## config.mk

```make
export PLATFORM = sky130hd
export DESIGN_NAME = gpr_file
export DESIGN_NICKNAME = d
export VERILOG_FILES = /design/src/rtl/gpr_file_pkg.sv /design/src/rtl/gpr_file_bypass.sv /design/src/rtl/gpr_file.sv
export SDC_FILE = /design/constraint.sdc
export NUM_CORES = 2
export LEC_CHECK = 0
export ABC_CLOCK_PERIOD_IN_PS = 7500
export BUFFER_PORTS_ARGS = -buffer_cell sky130_fd_sc_hd__buf_2
export CAP_MARGIN = 20
export CORE_UTILIZATION = 40
export DETAILED_ROUTE_END_ITERATION = 7
export GPL_TIMING_DRIVEN = 1
export HOLD_SLACK_MARGIN = 0.08
export PLACE_DENSITY = 0.59
export SYNTH_ARGS = -nofsm -noshare
export SYNTH_HDL_FRONTEND = slang
export SYNTH_HIERARCHICAL = 1
export SYNTH_SLANG_ARGS = --single-unit
```

## constraint.sdc

```tcl
create_clock -name clk -period 7.5 [get_ports clk]
set_clock_uncertainty 0.2 [all_clocks]
set_input_delay 0.375 -clock clk [delete_from_list [all_inputs] [get_ports clk]]
set_output_delay 0.375 -clock clk [all_outputs]
set_load 0.02 [all_outputs]
```

## src/rtl/gpr_file_pkg.sv

```systemverilog
// Shared types for the GPR file: register index, data word, clear-engine state.
package gpr_file_pkg;
  localparam int GPR_COUNT = 32;

  typedef logic [4:0]  Reg_index;
  typedef logic [31:0] Word;

  typedef enum logic {GPR_CLR_IDLE, GPR_CLR_RUN} Gpr_clr_state;
endpackage

```

## src/rtl/gpr_file_bypass.sv

```systemverilog
// Read-port mux for one GPR read port.
//   sel_i      : read index
//   stored_i   : array contents at sel_i
//   we_i/sel_dest_i/dest_i    : write port 1 (highest priority)
//   we2_i/sel_dest2_i/dest2_i : write port 2
//   rdata_o    : read data (stored value, or same-cycle write data when BYPASS=1)
module gpr_file_bypass #(
  parameter bit BYPASS = 1'b1
) (
  input  logic [4:0]  sel_i,
  input  logic [31:0] stored_i,
  input  logic        we_i,
  input  logic [4:0]  sel_dest_i,
  input  logic [31:0] dest_i,
  input  logic        we2_i,
  input  logic [4:0]  sel_dest2_i,
  input  logic [31:0] dest2_i,
  output logic [31:0] rdata_o
);
  // Port 1 is checked first so the forwarded value matches what storage keeps.
  always_comb begin
    rdata_o = stored_i;
    if (BYPASS) begin
      if (we_i && sel_i == sel_dest_i)        rdata_o = dest_i;
      else if (we2_i && sel_i == sel_dest2_i) rdata_o = dest2_i;
    end
  end
endmodule

```

## src/rtl/gpr_file.sv

```systemverilog
// 32 x 32-bit general-purpose register file with three async read ports,
// two write ports (port 1 wins on index collision) and a sequenced zero-clear engine.
//   clk, reset                  : clock, synchronous active-high reset
//   gpr_sel_a/b/c, gpr_a/b/c    : read selects / read data
//   gpr_we, gpr_sel_dest, gpr_dest        : write port 1
//   gpr_we_2, gpr_sel_dest_2, gpr_dest_2  : write port 2
//   clear_req                   : start a full zero-clear (ignored while busy)
//   clear_busy, clear_done      : engine active / pulse while clearing the last entry
module gpr_file
  import gpr_file_pkg::*;
#(
  parameter bit SINGLE_WRITE_PORT = 1'b0,
  parameter bit BYPASS            = 1'b1,
  parameter bit CLEAR_ON_RESET    = 1'b1
) (
  input  logic        clk,
  input  logic        reset,
  input  logic [4:0]  gpr_sel_a,
  input  logic [4:0]  gpr_sel_b,
  input  logic [4:0]  gpr_sel_c,
  output logic [31:0] gpr_a,
  output logic [31:0] gpr_b,
  output logic [31:0] gpr_c,
  input  logic [4:0]  gpr_sel_dest,
  input  logic        gpr_we,
  input  logic [31:0] gpr_dest,
  input  logic [4:0]  gpr_sel_dest_2,
  input  logic        gpr_we_2,
  input  logic [31:0] gpr_dest_2,
  input  logic        clear_req,
  output logic        clear_busy,
  output logic        clear_done
);
  localparam int NUM_RD = 3;
  localparam logic [4:0] LAST_IDX = 5'(GPR_COUNT - 1);

  Word          mem_q [GPR_COUNT];
  Gpr_clr_state state_q;
  Reg_index     clr_idx_q;

  logic we2_eff;
  logic clr_wr;
  assign we2_eff = gpr_we_2 & ~SINGLE_WRITE_PORT;
  assign clr_wr  = (state_q == GPR_CLR_RUN) & ~reset;

  // Clear engine: one entry per cycle, done pulse on the last entry.
  always_ff @(posedge clk) begin
    if (reset) begin
      state_q   <= CLEAR_ON_RESET ? GPR_CLR_RUN : GPR_CLR_IDLE;
      clr_idx_q <= '0;
    end else begin
      case (state_q)
        GPR_CLR_IDLE: begin
          clr_idx_q <= '0;
          if (clear_req) state_q <= GPR_CLR_RUN;
        end
        GPR_CLR_RUN: begin
          if (clr_idx_q == LAST_IDX) begin
            state_q   <= GPR_CLR_IDLE;
            clr_idx_q <= '0;
          end else begin
            clr_idx_q <= clr_idx_q + 5'd1;
          end
        end
        default: begin
          state_q   <= GPR_CLR_IDLE;
          clr_idx_q <= '0;
        end
      endcase
    end
  end

  assign clear_busy = (state_q == GPR_CLR_RUN);
  assign clear_done = (state_q == GPR_CLR_RUN) && (clr_idx_q == LAST_IDX);

  // Later assignments win: clear < port 2 < port 1.
  always_ff @(posedge clk) begin
    if (clr_wr)  mem_q[clr_idx_q]      <= '0;
    if (we2_eff) mem_q[gpr_sel_dest_2] <= gpr_dest_2;
    if (gpr_we)  mem_q[gpr_sel_dest]   <= gpr_dest;
  end

  logic [NUM_RD-1:0][4:0]  rd_sel;
  logic [NUM_RD-1:0][31:0] rd_data;
  assign rd_sel = {gpr_sel_c, gpr_sel_b, gpr_sel_a};

  for (genvar g = 0; g < NUM_RD; g++) begin : g_rd
    gpr_file_bypass #(.BYPASS(BYPASS)) u_byp (
      .sel_i       (rd_sel[g]),
      .stored_i    (mem_q[rd_sel[g]]),
      .we_i        (gpr_we),
      .sel_dest_i  (gpr_sel_dest),
      .dest_i      (gpr_dest),
      .we2_i       (we2_eff),
      .sel_dest2_i (gpr_sel_dest_2),
      .dest2_i     (gpr_dest_2),
      .rdata_o     (rd_data[g])
    );
  end

  assign gpr_a = rd_data[0];
  assign gpr_b = rd_data[1];
  assign gpr_c = rd_data[2];
endmodule
```

==> results.md <==
* Status: complete, but fails checks
* Failing checks: DRC
* P&R area growth vs syn at 9.014%
* Max-cap violations at 0
* Seq pwr share at 42.8%
* Crit path buf inv count at 4
* Post-DP HPWL at 197500 um
* Core Area at 178600 um2
* Worst vdd ir at 190.6 uV
* Static leakage at 28.08 nW
* Initial core utilization at 40.35%
* Row Count at 155
* CTS Buf Count at 116
* Via count at 66270
* Post-synth top cells: 1536 x mux2i_1, 1216 x a22o_1, 1024 x edfxtp_1
* Async SR Flop Fraction at 0%
* Synthesized instance count at 6639
* Final min period at 4.764 ns
* Drt first-iter violations at 10120
* Fmax at 0.2099 GHz
* Area leader, netlist: edfxtp_1
* Slowest-stage cell, CP: buf_4
* Post-DRT Antenna Nets at 0
* Buffer count from post-CTS setup fixing at 0
* RSZ-0062 raised after global routing: false
* Switch share at 30.34%
* WL/cell at 41.17 um
* Final Hold Viols at 0
* Final Setup Violations at 0
* Post-route cell area at 78570 um2
* Hold slack at 0.1855 ns
* Post-synth EDFFs at 1024
* Clock share of power at 40.0%
* Fin Setup TNS at 0 ns
* Setup crit end kind: output pin
* Net switching power at 4.632 mW
* Least-Margin Pin Slew at 1.387 ns
* Max incr delay on CP at 0.84 ns
* Combinational power share at 17.2%
* Htree depth at 3
* Startpoint Class: input port
* Total power draw at 15.26 mW
* CTS tree: yes
* Filler cells at 16340
* Largest net degree at the start of global routing at 96
* Levels on crit path at 10
* Post-synth net total at 6738
* Clk_lat worst skew at 0.76 ns
* DRC violation count after routing at 3
* Post-synthesis cell area at 72070 um2
* Post-synthesis sequential area ratio at 42.83%
* Final period util at 63.52%
* Routed WL at 361000 um
* HP Class: in2reg
* Yosys top cell area share at 42.67%
* CP cell instances: buf_8 -> buf_12 -> buf_4 -> mux2i_1 -> a22oi_1 -> nand3_1 -> nand3_1 -> o21ai_0 -> a31oi_1 -> buf_2
* Max-slew headroom at 7.110%
* Pre-Repair DR Iteration Count at 8
* Count of cell types in the netlist at 40
* Via/cell ratio at 7.558
* Clock buffer depth at 3
* Most common cell in the netlist: mux2i_1
* Chip width at 426.5 um
* R2R depth at 4
* Worst Path Max Fanout at 82
* Total Nets Final at 6401
* Final global-route overflow total at 0
* Gpl congestion at 0.9929
* Crit path kind: in2out
* Global Route Usage Sum at 38.25%
* Clock transition at path regs at 0.06 ns
* Synthesis Warnings at 6
* Worst EP required at 6.92 ns
* Top FF cell, synth: edfxtp_1
* Most used cell, CP: nand3_1
* Power per cell area at 194.3 nW/um2
* CP top delay family: buffers and inverters
* Port bufs at 191
* Layout Utilization at 43.99%
* Die Ht at 426.5 um
* Critical Path AT at 4.19 ns
* Clk Tree Root Cell: clkbuf_16
* Internal Power at 10.63 mW
* DP Area at 74500 um2
* Synth area leaders: edfxtp_1 43%, mux2i_1 21%, a22o_1 15%
* Register bit count reported by yosys at 1030
* Clk sink count at 1030
* Vias in the first global route at 62790
* Cell depth of the worst hold path at 3
* Initial antenna violation count at 31
* Ports at 192
* Pins Over Slew Limit at 0
* First-pass GRT wire length at 490800 um
* Fraction of layout cells with a size suffix above 1 at 11.37%
* Syn Area/Cell at 10.86 um2
* Die area at 181900 um2
[path summary, 6_finish.rpt]
path / from / endpoint / slack (ns)
worst max-delay path: gpr_sel_c[1] / gpr_c[27] / 2.74
worst min-delay path: gpr_dest[11] / mem_q[19][11] / 0.19
worst max register to register: clear_busy / mem_q[24][21] / 4.24
worst min register to register: clr_idx_q[0] / clr_idx_q[0] / 0.30
[worst min-delay path, stage by stage]
cell and delay (ns):
buf_2 0.08, buf_4 0.37, a22o_1 0.21
[area by class of cell]
cell class	instances	area (um2)	share of cell area, %
Multi-Input combinational cell	4743	37820	48.14
Antenna cell	10	25.02	0.03185
Timing Repair Buffer	409	2938	3.739
Tap cell	2355	2947	3.750
Clock buffer	141	3048	3.879
Clock inverter	79	912.1	1.161
Inverter	2	7.507	0.009555
Sequential cell	1030	30870	39.29
[per-layer routing]
layer,wire [um],up-vias,global-route usage [%],part of all wire [%]
li1,-,25810,-,-
met5,235,-,0.4762,0.065
met3,53600,1920,14.68,15
met2,149400,6060,55.44,41
met1,123700,32450,44.78,34
met4,34110,34,31.14,9.4
[sequential cells by signal, summed over array words and instances, names as in the netlist]
signal and count:
clear_busy 1, clr_idx_q 5, mem_q 1024
[through the flow]
| step | worst slack, ns | instances |
|---|---|---|
| 6_report | 2.736 | 8769 |
| 5_1_grt | 2.666 | 8763 |
| 4_1_cts | 3.021 | 8754 |
| 3_5_place_dp | 3.007 | 8532 |
| 3_3_place_gp | 3.061 | 8532 |
| 2_1_floorplan | 4.961 | 6639 |
[cell families after synthesis]
| family | Yosys count | synth area share (%) |
|---|---|---|
| XOR/XNOR | 32 | 0.4201 |
| flip-flops | 1030 | 42.83 |
| buffers and inverters | 866 | 5.614 |
| multiplexers | 1536 | 21.33 |
| AND/OR/NAND/NOR | 1057 | 7.123 |
| AO/OA/AOI/OAI | 2113 | 22.59 |
| adder cells (fa/ha/maj) | 5 | 0.08680 |
[cells in the final DEF, fill, tap and decap left out, types with 28 or more instances in the layout]
cell type	count
a21oi_1	288
a22o_1	1216
a22oi_1	288
a31oi_1	186
buf_2	187
buf_4	191
clkbuf_16	117
edfxtp_1	1024
mux2i_1	1536
nand2_1	333
nand3_1	293
nand4_1	100
nor2_4	67
nor3_1	193
o21ai_0	95
xnor2_1	28
[timing repair]
| action | in CTS | in global routing |
|---|---|---|
| endpoints found under the hold margin | 6 | 0 |
| hold buffers | 2 | 0 |
| gates resized for setup | 0 | 0 |
[power by group through the flow]
stage | Clock [mW] | Combinational (mW) | Sequential (mW)
final | 6.11 | 2.63 | 6.53
after global routing | 6.28 | 2.60 | 6.54
after CTS | 6.08 | 2.44 | 6.53
after detailed placement | 0 | 2.44 | 6.65
after global placement | 0 | 2.42 | 6.64
after floorplan | 0 | 1.42 | 6.62
(Power assumes the default switching activity.)
